`config.mk`:
```
export PLATFORM = sky130hd
export DESIGN_NAME = lock_code_sender
export DESIGN_NICKNAME = d
export VERILOG_FILES = /design/src/rtl/lock_pkg.sv /design/src/rtl/lock_code_shifter.sv /design/src/rtl/lock_code_sender.sv
export SDC_FILE = /design/constraint.sdc
export NUM_CORES = 1
export LEC_CHECK = 0
export CAP_MARGIN = 10
export CORE_MARGIN = 5
export CORE_UTILIZATION = 25
export DETAILED_ROUTE_END_ITERATION = 8
export GPL_TIMING_DRIVEN = 0
export PLACE_DENSITY = 0.53
export SLEW_MARGIN = 40
export SYNTH_ARGS = -nofsm -noshare
export SYNTH_HDL_FRONTEND = slang
export SYNTH_HIERARCHICAL = 1
export SYNTH_SLANG_ARGS = --single-unit
```
`constraint.sdc`:
```
create_clock -name CLK -period 2.1 [get_ports CLK]
set_clock_uncertainty 0.15 [all_clocks]
set_input_delay 0.525 -clock CLK [delete_from_list [all_inputs] [get_ports CLK]]
set_output_delay 0.525 -clock CLK [all_outputs]
set_load 0.03 [all_outputs]
```
`src/rtl/lock_pkg.sv`:
```
// Shared lock-protocol definitions: FSM state encoding, default code,
// serial idle level and a saturating-increment helper.
package lock_pkg;

  typedef enum logic [2:0] {
    IDLE      = 3'd0,
    CLR       = 3'd1,
    SHIFT     = 3'd2,
    WAIT_RESP = 3'd3,
    DONE      = 3'd4,
    FAIL      = 3'd5
  } lock_state_t;

  localparam logic [2:0] LOCK_CODE_DEFAULT  = 3'b010;
  localparam logic       IDLE_LEVEL_DEFAULT = 1'b1;

  function automatic int unsigned sat_inc(
    input int unsigned v,
    input int unsigned max
  );
    return (v >= max) ? v : v + 1;
  endfunction

endpackage

```
`src/rtl/lock_code_shifter.sv`:
```
// MSB-first parallel-in serial-out register for the unlock code.
// Ports: clk, rst (sync, high), load (capture data, point at MSB),
//   rewind (point at MSB again, keep code), advance (step to next bit),
//   data (code), bit_out (current bit), last (every bit already issued).
module lock_code_shifter
  import lock_pkg::*;
#(
  parameter int CODE_LEN = 3
) (
  input  logic                clk,
  input  logic                rst,
  input  logic                load,
  input  logic                rewind,
  input  logic                advance,
  input  logic [CODE_LEN-1:0] data,
  output logic                bit_out,
  output logic                last
);

  localparam int IW = (CODE_LEN > 1) ? $clog2(CODE_LEN) : 1;
  localparam logic [IW-1:0] TOP = IW'(CODE_LEN - 1);

  logic [CODE_LEN-1:0] code_q;
  logic [IW-1:0]       idx;

  // The code itself is never destroyed, so a retry only rewinds idx.
  always_ff @(posedge clk) begin
    if (rst) begin
      code_q <= '0;
      idx    <= TOP;
      last   <= 1'b1;
    end else if (load) begin
      code_q <= data;
      idx    <= TOP;
      last   <= 1'b0;
    end else if (rewind) begin
      idx  <= TOP;
      last <= 1'b0;
    end else if (advance && !last) begin
      if (idx == '0) last <= 1'b1;
      else           idx  <= idx - 1'b1;
    end
  end

  assign bit_out = code_q[idx];

endmodule

```
`src/rtl/lock_code_sender.sv`:
```
// Sends a stored unlock code serially to the lock FSM and reports the
// LockSys/Alarm outcome via a start/busy/done handshake.
// Ports: CLK, RESET (sync, high), start, code_in, lock_ok, alarm ->
//   serial_out, lock_clr, busy, done, result_ok, attempts.
// Optional: define LOCK_RETRY_EN to retry failed attempts up to MAX_RETRY.
module lock_code_sender
  import lock_pkg::*;
#(
  parameter int       CODE_LEN     = 3,
  parameter int       RESP_TIMEOUT = 4,
  parameter logic     IDLE_LEVEL   = IDLE_LEVEL_DEFAULT,
  parameter int       MAX_RETRY    = 2,
  parameter int       CNT_W        = 2
) (
  input  logic                CLK,
  input  logic                RESET,
  input  logic                start,
  input  logic [CODE_LEN-1:0] code_in,
  input  logic                lock_ok,
  input  logic                alarm,
  output logic                serial_out,
  output logic                lock_clr,
  output logic                busy,
  output logic                done,
  output logic                result_ok,
  output logic [CNT_W-1:0]    attempts
);

  localparam int TW = (RESP_TIMEOUT > 1) ? $clog2(RESP_TIMEOUT) : 1;
  localparam logic [TW-1:0] TLAST = TW'(RESP_TIMEOUT - 1);
  localparam int unsigned AMAX = (1 << CNT_W) - 1;

  lock_state_t   state;
  logic [TW-1:0] tcnt;
  logic          sh_bit;
  logic          sh_last;
  logic          under_limit;
  logic          retry_ok;
  logic          sh_load;
  logic          sh_rewind;
  logic          sh_adv;

  assign under_limit = 32'(attempts) <= MAX_RETRY;

`ifdef LOCK_RETRY_EN
  assign retry_ok = under_limit;
`else
  assign retry_ok = under_limit & 1'b0;
`endif

  assign sh_load   = (state == IDLE) && start;
  assign sh_rewind = (state == FAIL) && retry_ok;
  assign sh_adv    = (state == CLR) ||
                     ((state == SHIFT) && !sh_last);

  lock_code_shifter #(
    .CODE_LEN(CODE_LEN)
  ) u_shifter (
    .clk    (CLK),
    .rst    (RESET),
    .load   (sh_load),
    .rewind (sh_rewind),
    .advance(sh_adv),
    .data   (code_in),
    .bit_out(sh_bit),
    .last   (sh_last)
  );

  // Outputs are registered on the transition into the state they belong to.
  always_ff @(posedge CLK) begin
    if (RESET) begin
      state      <= IDLE;
      serial_out <= IDLE_LEVEL;
      lock_clr   <= 1'b0;
      busy       <= 1'b0;
      done       <= 1'b0;
      result_ok  <= 1'b0;
      attempts   <= '0;
      tcnt       <= '0;
    end else begin
      lock_clr <= 1'b0;
      done     <= 1'b0;
      unique case (state)
        IDLE: begin
          if (start) begin
            attempts  <= CNT_W'(1);
            busy      <= 1'b1;
            result_ok <= 1'b0;
            lock_clr  <= 1'b1;
            state     <= CLR;
          end
        end
        CLR: begin
          serial_out <= sh_bit;
          state      <= SHIFT;
        end
        SHIFT: begin
          if (sh_last) begin
            serial_out <= IDLE_LEVEL;
            tcnt       <= '0;
            state      <= WAIT_RESP;
          end else begin
            serial_out <= sh_bit;
          end
        end
        WAIT_RESP: begin
          if (lock_ok) begin
            done      <= 1'b1;
            result_ok <= 1'b1;
            busy      <= 1'b0;
            state     <= DONE;
          end else if (alarm || tcnt == TLAST) begin
            state <= FAIL;
            // Only the final failure ends the transaction.
            if (!retry_ok) begin
              done      <= 1'b1;
              result_ok <= 1'b0;
              busy      <= 1'b0;
            end
          end else begin
            tcnt <= tcnt + 1'b1;
          end
        end
        DONE: begin
          state <= IDLE;
        end
        FAIL: begin
          if (retry_ok) begin
            attempts <= CNT_W'(sat_inc(32'(attempts), AMAX));
            lock_clr <= 1'b1;
            state    <= CLR;
          end else begin
            state <= IDLE;
          end
        end
        default: begin
          state <= IDLE;
        end
      endcase
    end
  end

endmodule

```
==> results of run 1 <==
cells by family (layout without fill, tap and decap cells):
family	count (synthesis)	in the layout	share of synthesized area [%]
compound gates	16	16	12.7
xor+xnor	1	1	1.09
fa+ha+maj	2	2	3.10
buf+inv	13	30	8.68
flops	17	17	42.2
mux	7	7	8.84
other cells	1	6	0.465
simple gates	28	28	22.9
worst max-delay path: stages:
cell	delay [ns]
clkdlybuf4s50_1	0.49
or4b_4	0.50
inv_2	0.09
buf_6	0.14
nor4_1	0.06
mux2_2	0.26
per-layer routing:
layer  track usage (%)  share of wire (%)  wire length, um
met1              9.99                 47              713
met2              12.1                 44              666
met3              4.05                8.4              126
met4              1.52                  0                0
met5                 0                  0                0
layout make-up:
cell class	count	area (um2)
clock inverter	1	5.00
buffer	6	43.8
multi-input combinational	60	415
inverter	7	26.3
timing repair buffer	13	130
fill	339	2040
tap	44	55.1
sequential	17	340
clock buffer	3	22.5
power groups by stage:
stage                     clock network, W  registers, W  logic (W)
after floorplan                          0      0.000384  0.0000981
after global placement                   0      0.000365   0.000167
after detailed placement                 0      0.000365   0.000171
after CTS                         0.000184      0.000358   0.000172
after global routing              0.000198      0.000361   0.000188
final                             0.000175      0.000357   0.000169
worst max-delay path by stage:
stage	startpoint	end	slack, ns	depth (start not counted)
2_1_floorplan	start	u_shifter/idx[0]$_SDFFE_PP0P_	0.34	5
3_3_place_gp	start	u_shifter/idx[0]$_SDFFE_PP0P_	-0.23	6
3_5_place_dp	start	u_shifter/idx[0]$_SDFFE_PP0P_	-0.22	6
4_1_cts	attempts[0]$_SDFFE_PP0P_	attempts[0]	0.08	1
5_1_grt	start	u_shifter/idx[0]$_SDFFE_PP0P_	0.04	6
6_report	start	u_shifter/idx[0]$_SDFFE_PP0P_	0.08	6
flip-flops by register name, indices dropped and copies added, names as in the netlist:
register,count
u_shifter/last,1
serial_out,1
lock_clr,1
done,1
u_shifter/idx,2
busy,1
attempts,1
u_shifter/code_q,3
tcnt,2
state,3
result_ok,1
stage by stage:
stage	cells	TNS (ns)
after detailed placement	147	-0.842
after global routing	151	0
after floorplan	90	0
after CTS	151	0
final	151	0
after global placement	147	-0.830
cell usage in the layout, fill, tap and decap left out, drive strengths merged:
master / instances
or3: 1
buf: 5
nand3b: 2
clkinv: 1
conb: 6
or4b: 1
dfxtp: 17
nor3: 3
o31ai: 1
a41oi: 1
nor4b: 2
mux2: 1
inv: 7
a31oi: 1
o21ai: 3
nor4: 4
ha: 2
nor3b: 2
nor2: 9
o22ai: 1
a2111oi: 1
clkbuf: 4
nand4: 1
a21oi: 5
xnor2: 1
mux2i: 6
a31o: 2
nand2: 1
clkdlybuf4s50: 13
nor2b: 1
or2: 1
o211ai: 1
==> impl_metrics.tcl, run 1 <==
set metrics [dict create \
    cts_resized 0 \
    initial_utilization_pct 26.2 \
    die_w_um 66.8 \
    p_clk_share_pct 24.9 \
    ys_ff_latch 17 \
    port_buffers 13 \
    vias_per_cell 4.30 \
    ir_drop_uv 435 \
    cts_hold_buf 0 \
    yosys.area.top_type "dfxtp_1" \
    timing.rr.end "u_shifter/idx[0]$_SDFFE_PP0P_" \
    setup_slack_ns 0.0842 \
    p_int_w 0.000496 \
    min_from "busy$_SDFFE_PP0P_" \
    cp.arrival_ns 2.05 \
    startpoint_type "primary input" \
    hold_end "busy$_SDFFE_PP0P_" \
    async_flop_share_pct 0 \
    period_share_pct 96.0 \
    wl_um 1510 \
    dpl.hpwl_um 1180 \
    yosysSeqAreaShare_pct 42.2 \
    drt_iter0_markers 48 \
    clkSinkCount 17 \
    grt_max_degree 11 \
    required_ns 2.14 \
    max_cap_viol_count 0 \
    finalHoldWorstSlack_ns 0.332 \
    crit_fanout 8 \
    rr_worst_depth 6 \
    syn_inst 85 \
    yosysMostFrequentCell "dfxtp_1" \
    synth_top_area_share_pct 42.2 \
    drc_errors 0 \
    postCtsSetupBuffers 0 \
    h-tree-depth 1 \
    row_count 20 \
    grt_first_pass_wirelength_um 2750 \
    diodes 0 \
    power_frac_comb_pct 24.1 \
    switchingPower_w 0.000205 \
    drt_first_pass_iters 4 \
    grt_pass1_vias 631 \
    synth_ff_type "dfxtp_1" \
    utilization_pct 33.7 \
    place_area_mm2 0.00101 \
    critPathCaptureType "flop" \
    drive_gt1_share_pct 15.9 \
    clk_pin_slew_ns 0.10 \
    ys_types 36 \
    synth-edff-count 0 \
    core_area_mm2 0.00308 \
    io_pins 15 \
    place.gp.congestion 0.689 \
    antenna_found_initial 0 \
    area.growth.synth_to_final_pct 28.7 \
    timing.reg2reg.setup_slack_ns 0.29 \
    clockRootBuffer "clkbuf_4" \
    power.total_w 0.000701 \
    critPathKind "in -> reg" \
    cts_tree "built" \
    finalInstanceArea_mm2 0.00104 \
    slew_viol_final 0 \
    setup_viol 0 \
    syn_area_per_cell_um2 9.49 \
    ys_warn_count 6 \
    hold_viol 0 \
    rsz0062_at_grt "no" \
    fin_nets 118 \
    power_frac_seq_pct 51.0 \
    place_ws_ns -0.222 \
    fmax_ghz 0.496 \
    track_usage_pct 7.94 \
    clock_latency_ns 0.29 \
    ys_top_cells_by_count "17 x dfxtp_1, 7 x nor2_1, 6 x inv_1, 6 x mux2i_1, 5 x a21oi_1" \
    fp.dieH_um 66.8 \
    vias 650 \
    p_per_area_mw_per_mm2 675 \
    postRouteAntennaNets 0 \
    cts_buffers 3 \
    holdPathStages 2 \
    switching_share_pct 29.3 \
    yosys-top-cells-area "dfxtp_1 42%, mux2i_1 7.4%, nor2_1 3.3%, a21oi_1 3.1%, ha_1 3.1%" \
    wire_per_inst_um 9.97 \
    overflow 0 \
    dieArea_mm2 0.00446 \
    status "complete, no violations" \
    r2r_start "state[1]$_SDFFE_PP0P_" \
    holdCritPathClass "reg -> reg" \
    power.leakage_nw 0.399 \
    cts_buffer_depth 2 \
    syn-cell-area_um2 807 \
    finalCriticalPeriod_ns 2.02 \
]
Note: power is estimated with default switching activity, not from simulation.
==> run 2, diff against run 1 <==
Settings changed: GPL_ROUTABILITY_DRIVEN set to 0, SLEW_MARGIN 40 to unset.
==> results of run 2 <==
The final DEF is identical to that of run 1; final timing and power are the same.
==> patch 1 (settings of run 2) <==
Encoding of `lock_state_t`: now one-hot (6 bits for 6 states).
--- a/src/rtl/lock_pkg.sv
+++ b/src/rtl/lock_pkg.sv
@@ -3,11 +3,11 @@
 package lock_pkg;
 
-  typedef enum logic [2:0] {
-    IDLE      = 3'd0,
-    CLR       = 3'd1,
-    SHIFT     = 3'd2,
-    WAIT_RESP = 3'd3,
-    DONE      = 3'd4,
-    FAIL      = 3'd5
+  typedef enum logic [5:0] {
+    IDLE      = 6'b000001,
+    CLR       = 6'b000010,
+    SHIFT     = 6'b000100,
+    WAIT_RESP = 6'b001000,
+    DONE      = 6'b010000,
+    FAIL      = 6'b100000
   } lock_state_t;
 
Formal check against the unedited RTL: same outputs for any inputs over 10 cycles, from zero or initial values and one cycle with RESET high; not proved beyond that.
==> patch 1 against run 2 <==
  * Area after synthesis increased by 16%
  * Via count increased by 16%
  * Power increased by 16%
  * Sequential cell count increased by 3
  * Sequential share of layout area increased by 0.56 points
  * Wire length increased by 21%
  * Worst setup slack improved by 52 ps
  * Design area increased by 16%
  * Largest power group unchanged
==> patch 1: results <==
[outcome]
outcome = completed

[layout]
instances_no_fill = 172
fin_nets = 136
reg.largest.list = state (6), u_shifter/code_q (3)
drive_above_1_share_pct = 12.1

[global_route]
grt_pass1_wl_um = 3060
grt.total_usage_pct = 7.64

[power]
vdd_ir_drop_max_uv = 251
pwr-share-clk_pct = 30.7
combPwrFrac_pct = 18.3
p_leak_uw = 0.000490
p_sw_uw = 212

[synth]
synthAdderAreaFrac_pct = 2.67
synthTopCellsByArea = dfxtp_1 43%, nor2_1 6.0%, mux2i_1 5.3%
synth_compound_area_share_pct = 9.73
synth_xor_area_share_pct = 1.87
synth_common_cells = 20 x dfxtp_1, 15 x nor2_1, 6 x nor2b_1
muxShareOfSynthArea_pct = 6.53
ys_types = 35

[placed_design]
dp_cells = 169
dpl_worst_slack_ps = -262
detailed_place_hpwl_um = 1400

[clock_network]
clk_pin_slew_ps = 70
clockRootBuffer = clkbuf_8
worstSkewPairLatency_ps = 250

[drt]
drtIter0Drc = 19
routed_wl_um = 1820
via_per_inst = 4.40

[critical_path]
cpPeakStageDelay_ps = 450
crit_slowest_cell = clkdlybuf4s50_1
path_max_fanout = 5
arrival_ps = 1950
critPathTopFamily = simple AND/OR/NAND/NOR gates
==> patch 1: stage by stage <==
| step | instance area, um^2 | setup TNS (ps) | total power (uW) | util [%] |
|---|---|---|---|---|
| floorplan | 957 | 0 | 523 | - |
| global placement | 1150 | -527 | 567 | 31.3 |
| detailed placement | 1150 | -678 | 570 | 31.3 |
| CTS | 1190 | 0 | 816 | 32.5 |
| global route | 1200 | 0 | 847 | 32.8 |
| finish | 1200 | 0 | 810 | 32.8 |
==> patch 1: cells by family (layout without fill, tap and decap cells) <==
kind of cell               Yosys count  in the layout
adders and majority gates            2              2
buffers and inverters               10             26
xor gates and xnor gates             2              2
other                                1              6
and+or+nand+nor                     48             48
AOI/OAI and AO/OA                   14             14
muxes                                6              6
DFF                                 20             20
==> patch 1: path summary, 6_finish.rpt <==
check                                      startpoint                             to  slack, ps  cells after the start
worst max-delay path                          lock_ok           tcnt[1]$_SDFFE_PP0P_        140                      5
worst min register to register   tcnt[0]$_SDFFE_PP0P_           tcnt[0]$_SDFFE_PP0P_        320                      1
worst max register to register  state[3]$_SDFFE_PP0P_  u_shifter/idx[0]$_SDFFE_PP0P_        190                      5
worst min-delay path             tcnt[0]$_SDFFE_PP0P_           tcnt[0]$_SDFFE_PP0P_        320                      1
==> patch 1: routing by layer <==
metal / vias up / global-route usage (%) / wire length [um]
li1: 394 / - / -
met1: 349 / 9.56 / 840
met2: 12 / 12.1 / 880
met3: 2 / 1.96 / 88
met4: 0 / 3.76 / 8
met5: - / 0 / 0
==> patch 1: area by class of cell <==
cell class,instances,area [um^2]
tap,48,60.1
multi-input combinational,78,514
fill,385,2460
inverter,4,15.0
clock buffer,3,41.3
sequential,20,400
timing repair buffer,13,130
buffer,6,40.0
==> patch 2 (config.mk and constraints of run 2) <==
Without the edit above. `CODE_LEN` is set to 3 in 2 places; all go to 6.
--- a/src/rtl/lock_code_shifter.sv
+++ b/src/rtl/lock_code_shifter.sv
@@ -6,5 +6,5 @@
   import lock_pkg::*;
 #(
-  parameter int CODE_LEN = 3
+  parameter int CODE_LEN = 6
 ) (
   input  logic                clk,
--- a/src/rtl/lock_code_sender.sv
+++ b/src/rtl/lock_code_sender.sv
@@ -7,5 +7,5 @@
   import lock_pkg::*;
 #(
-  parameter int       CODE_LEN     = 3,
+  parameter int       CODE_LEN     = 6,
   parameter int       RESP_TIMEOUT = 4,
   parameter logic     IDLE_LEVEL   = IDLE_LEVEL_DEFAULT,
Ports: changed (resized code_in); port bits go from 15 to 18. The function was not compared with the original's and may differ.
==> patch 2 against run 2 <==
  * Area after synthesis is 20% higher
  * Power is 28% higher
  * Global-route usage is 0.084 points higher
  * Sequential cell count is 4 higher
  * Wire length is 26% higher
  * Clock power is 56% higher
  * Worst setup slack better by 29 ps
  * Combinational power is 8% higher
  * Via count is 17% higher
  * Critical path depth is 1 lower
  * Design area is 19% higher
==> patch 2: results <==
[outcome]
outcome = completed

[critical_path]
r2r_cells = 4
r2r_end = serial_out$_SDFFE_PP1P_

[layout]
fin_nets = 139
reg.largest.list = u_shifter/code_q (6), state (3), u_shifter/idx (3)
n_sequential_cell = 21
multi_input_gates = 70

[global_route]
met3_usage_pct = 1.94
grt_pass1_wl_um = 3360
grt.total_usage_pct = 8.02
first_global_vias = 776
grt_start_max_net_pins = 14

[synth]
muxShareOfSynthArea_pct = 12.8
synth_common_cells = 21 x dfxtp_1, 12 x nor2_1, 9 x mux2i_1
synth_xor_area_share_pct = 0.904
synth.avg_cell_area_um2 = 9.40
synth_compound_area_share_pct = 12.0

[placed_design]
dp_cells = 169
detailed_place_hpwl_um = 1460

[drt]
wl_met1_um = 907
drtPass1Iterations = 3
vias = 760

[power]
vdd_ir_drop_max_uv = 206
p_leak_uw = 0.000491

[clock_network]
clk_pin_slew_ps = 80
patch 2: changes by cell type after synthesis, sizes merged, moves of 2 or more:
cell,run 2,this run
dfxtp,17,21
mux2i,6,9
nor2,9,14
nor4,4,2
nor4b,2,0
o21ai,3,5
patch 2: tightest hold or removal path, delay by kind of cell (launching register included):
| kind | cells | cell delay (ps) |
|---|---|---|
| AO/OA/AOI/OAI | 2 | 120 |
| flip-flops | 1 | 310 |
patch 2: kinds of logic (layout without fill, tap and decap cells):
logic type,count (synthesis),after routing
buf+inv,14,33
other cells,1,3
compound gates,18,18
simple gates,34,34
mux,11,11
fa+ha+maj,3,3
flops,21,21
xor+xnor,1,1
patch 2: what timing repair did:
item	in CTS	in global routing
gates resized for setup	0	0
endpoints found under the setup margin	3	0
setup buffers	0	0
patch 2: power by group:
part	switching, uW	internal, uW
clock network	139	134
logic	95.4	87.5
registers	14.5	426
